## src/rtl/png_ctrl_pkg.sv

```systemverilog
// Shared definitions for the PNG feed controller: state encoding and
// default sizing of the byte buffer and the stall/drain watchdogs.
package png_ctrl_pkg;

  localparam int NBYTES_DEF    = 69;
  localparam int STALL_MAX_DEF = 256;
  localparam int DRAIN_MAX_DEF = 4096;

  typedef enum logic [2:0] {
    ST_IDLE   = 3'd0,
    ST_LOAD   = 3'd1,
    ST_START  = 3'd2,
    ST_STREAM = 3'd3,
    ST_DRAIN  = 3'd4,
    ST_DONE   = 3'd5,
    ST_ERR    = 3'd6
  } state_t;

endpackage

```

## src/rtl/png_feed_ctrl.sv

```systemverilog
// Sequencer that loads the PNG byte buffer, starts the decoder, streams the
// buffered bytes into it under iready flow control and then waits for the
// first decoded pixel. Stall and drain watchdogs divert to a sticky error.
module png_feed_ctrl
  import png_ctrl_pkg::*;
#(
  parameter int NBYTES    = NBYTES_DEF,
  parameter int STALL_MAX = STALL_MAX_DEF,
  parameter int DRAIN_MAX = DRAIN_MAX_DEF
) (
  input  logic                        clk,
  input  logic                        rst,
  input  logic                        go,
  input  logic                        abort,
  output logic                        load,
  output logic                        shift,
  output logic                        istart,
  output logic                        ivalid,
  input  logic                        iready,
  input  logic                        ovalid,
  output logic                        busy,
  output logic                        done,
  output logic                        err,
  output logic [$clog2(NBYTES+1)-1:0] byte_cnt
);

  localparam int CW = $clog2(NBYTES + 1);
  localparam int SW = $clog2(STALL_MAX + 1);
  localparam int DW = $clog2(DRAIN_MAX + 1);

  state_t          state_q, state_d;
  logic [CW-1:0]   byte_cnt_q, byte_cnt_d;
  logic [SW-1:0]   stall_q, stall_d;
  logic [DW-1:0]   drain_q, drain_d;
  logic            err_q, err_d;

  // Next-state and counter logic; abort overrides everything, including go.
  always_comb begin
    state_d    = state_q;
    byte_cnt_d = byte_cnt_q;
    stall_d    = stall_q;
    drain_d    = drain_q;
    err_d      = err_q;
    if (abort) begin
      state_d = ST_IDLE;
      err_d   = 1'b0;
      stall_d = '0;
      drain_d = '0;
    end else begin
      case (state_q)
        ST_IDLE: begin
          if (go) state_d = ST_LOAD;
        end
        ST_LOAD: begin
          state_d = ST_START;
        end
        ST_START: begin
          byte_cnt_d = '0;
          stall_d    = '0;
          state_d    = ST_STREAM;
        end
        ST_STREAM: begin
          if (iready) begin
            stall_d    = '0;
            byte_cnt_d = byte_cnt_q + 1'b1;
            if (byte_cnt_q == CW'(NBYTES - 1)) begin
              drain_d = '0;
              state_d = ST_DRAIN;
            end
          end else if (stall_q == SW'(STALL_MAX - 1)) begin
            err_d   = 1'b1;
            state_d = ST_ERR;
          end else begin
            stall_d = stall_q + 1'b1;
          end
        end
        ST_DRAIN: begin
          if (ovalid) begin
            state_d = ST_DONE;
          end else if (drain_q == DW'(DRAIN_MAX - 1)) begin
            err_d   = 1'b1;
            state_d = ST_ERR;
          end else begin
            drain_d = drain_q + 1'b1;
          end
        end
        ST_DONE: begin
          state_d = ST_IDLE;
        end
        ST_ERR: begin
          if (go) begin
            err_d   = 1'b0;
            state_d = ST_LOAD;
          end
        end
        default: begin
          state_d = ST_IDLE;
        end
      endcase
    end
  end

  // State, counters and the sticky error flag.
  always_ff @(posedge clk or posedge rst) begin
    if (rst) begin
      state_q    <= ST_IDLE;
      byte_cnt_q <= '0;
      stall_q    <= '0;
      drain_q    <= '0;
      err_q      <= 1'b0;
    end else begin
      state_q    <= state_d;
      byte_cnt_q <= byte_cnt_d;
      stall_q    <= stall_d;
      drain_q    <= drain_d;
      err_q      <= err_d;
    end
  end

  // Strobes decode from the current state and are masked by abort so that
  // an aborted cycle never loads, starts or moves a byte.
  always_comb begin
    load     = (state_q == ST_LOAD)   && !abort;
    istart   = (state_q == ST_START)  && !abort;
    ivalid   = (state_q == ST_STREAM) && !abort;
    shift    = ivalid && iready;
    busy     = !((state_q == ST_IDLE) || (state_q == ST_DONE) || (state_q == ST_ERR));
    done     = (state_q == ST_DONE);
    err      = err_q;
    byte_cnt = byte_cnt_q;
  end

endmodule

```

## config.mk

```make
export PLATFORM = sky130hd
export DESIGN_NAME = png_feed_ctrl
export DESIGN_NICKNAME = d
export VERILOG_FILES = /design/src/rtl/png_ctrl_pkg.sv /design/src/rtl/png_feed_ctrl.sv
export SDC_FILE = /design/constraint.sdc
export NUM_CORES = 1
export LEC_CHECK = 0
export BUFFER_PORTS_ARGS = -buffer_cell sky130_fd_sc_hd__buf_2
export CORE_MARGIN = 4
export CORE_UTILIZATION = 35
export DETAILED_ROUTE_END_ITERATION = 10
export PLACE_DENSITY = 0.52
export SLEW_MARGIN = 40
export SYNTH_ARGS = -nofsm -noshare
export SYNTH_HDL_FRONTEND = slang
export SYNTH_SLANG_ARGS = --single-unit
```

## constraint.sdc

```tcl
create_clock -name clk -period 2.4 [get_ports clk]
set_input_delay 0.48 -clock clk [delete_from_list [all_inputs] [get_ports clk]]
set_output_delay 0.48 -clock clk [all_outputs]
set_load 0.1 [all_outputs]
```

==> metrics.txt <==
Pwr Density=958 mW/mm2; die area=0.00677 mm2; DRC Markers=0; delay-heaviest family, CP=simple AND/OR/NAND/NOR gates; ys flop type=dfrtp_1; post_cts resized=0; via count=1,672; ant diodes=0; CP Buf/Inv Count=1; Syn Area/Cell=8.82 um2; hold-fix buffers at CTS=0; Num CTS Buffers=5; Final Cell Area=0.00232 mm2; Final period util=0.953; initial antenna violation count=0; status=finished clean; drt first-iter violations=130; Chip Width=82.3 um; WP data arrival=1810 ps; GRT Util Overall=0.148; Setup violations, final=0; fraction of registers with async set or reset after synthesis=1.00; detailed placement HPWL=3270 um; commonest non-fill, non-tap cell in the layout=dfrtp_1; Post-Route WL=4460 um; Slowest-stage cell, CP=dfrtp_1; wire length of the first global-routing pass=7710 um; Final Critical Period=2290 ps; crit path max fanout=13; critical-path cell list=and4bb_4, and2_1, buf_12; CTS tree=done; total power=2.22 mW; Cell variety after synth=47; Area after DPL=0.00220 mm2; Syn Nets=230; Yosys Warn Count=0; Worst Clk Skew=7.22 ps; maximum root-to-sink buffer count=2; row cnt=26; largest net degree at the start of global routing=34; die height=82.3 um; EDFF count, synth=0; Lkg Pwr=1.04 nW; Post-CTS Setup Bufs=0; NumNets Final=257; CP Capture Type=primary output; Hold Path Class=in -> async; root buf cell=clkbuf_8; Crit path depth=3; register area share after synthesis=0.428; total I/O pin count=20; synthesized flop and latch total=33; share of layout cells above drive strength 1=0.194; CP Class=reg -> out; routability cong.=0.755; H-tree depth=2; number of max-cap violations=0; Hold Vio Cnt, Final=0; Core ar.=0.00524 mm2; Critical Path RT=1920 ps; final core utilization=0.443; actual slew at the worst max-slew pin=538 ps; fill cell count=519; total grt overflow=0; vias in the first global route=1,552; synthesized area=0.00193 mm2; Peak VDD IR=523 uV; most frequent cells in the layout=33 x dfrtp_1, 26 x nor2_1, 20 x nand2_1, 16 x buf_2, 15 x o21ai_0; via/cell ratio=5.27; startpoint types=flop; Routed Antenna Nets=0; final max-slew violation count=0; Critical Path Max Stage Delay=640 ps; Port-buffer cells=19; Mapped Cells=219; initial core utilization=0.369; Reg clk slew, reported paths=70 ps; area grow syn2layout=20.3%; cells on worst reg2reg path=9; setup TNS=0 ps; Rel. slew slack=0.638; WL per Instance=14.1 um; Max Clk Rate=437 MHz; CTS Sinks=33; first drt pass iteration count=4; Skew-Pair Late Insertion Delay=280 ps
final timing paths:
check	start	endpoint	slack (ps)
max	state_q[0]	shift	110
min	rst	drain_q[11]	290
max reg2reg	stall_q[0]	stall_q[4]	180
min reg2reg	stall_q[8]	stall_q[8]	490
max in group asynchronous	rst	state_q[1]	1800
min in group clk	go	err	480
stage by stage:
stage / hold WS, ps / setup slack [ps] / std cells
global placement: 475 / 193 / 309
CTS: 310 / 106 / 317
global route: 336 / -0.512 / 317
detailed placement: 473 / 134 / 309
floorplan: 449 / -471 / 219
finish: 291 / 114 / 317
cell type report:
class / count / area [um2] / area share
timing repair buffer: 29 / 203 / 0.0873
tap: 70 / 87.6 / 0.0377
sequential: 33 / 826 / 0.356
clock buffer: 7 / 86.3 / 0.0372
inverter: 9 / 33.8 / 0.0145
multi-input combinational: 168 / 1060 / 0.455
clock inverter: 1 / 30.0 / 0.0129
power by group:
part	internal [mW]	switching, mW
Sequential	0.613	0.0884
Clock	0.339	0.204
Combinational	0.257	0.723
Total	1.21	1.02
Yosys cell counts (6+ instances only):
library cell / instances / area (um2)
dfrtp_1: 33 / 826
nor2_1: 26 / 97.6
nand2_1: 20 / 75.1
o21ai_0: 16 / 80.1
nor3_1: 13 / 65.1
nand3_1: 11 / 55.1
inv_1: 9 / 33.8
o31ai_1: 8 / 60.1
a21oi_1: 7 / 35.0
and3_1: 6 / 37.5
cell families after synthesis:
kind of cell,count (synthesis),synth area share
AO/OA/AOI/OAI,49,0.168
XOR/XNOR,10,0.0454
adder cells (fa/ha/maj),5,0.0324
buffers and inverters,18,0.0402
flip-flops,33,0.428
multiplexers,3,0.0162
AND/OR/NAND/NOR,101,0.270
state kept, by name (all words and copies together), names as in the netlist:
name / count
drain_q: 13
err: 1
state_q: 3
stall_q: 9
byte_cnt: 7
per-layer routing:
layer  GRT usage  wire length (um)
met1       0.218              2280
met2       0.216              1870
met3      0.0347               272
met4      0.0399                40
met5           0                 0
worst reg2reg max path, cell delays in order (launching register included):
cell	delay (ps)
dfrtp_1	400
ha_1	210
and3_1	210
nand2_1	80
nor2_1	40
ha_1	180
nand3b_1	120
a31oi_2	190
or4b_2	640
nand2_1	80
Note: power is estimated with default switching activity, not from simulation.
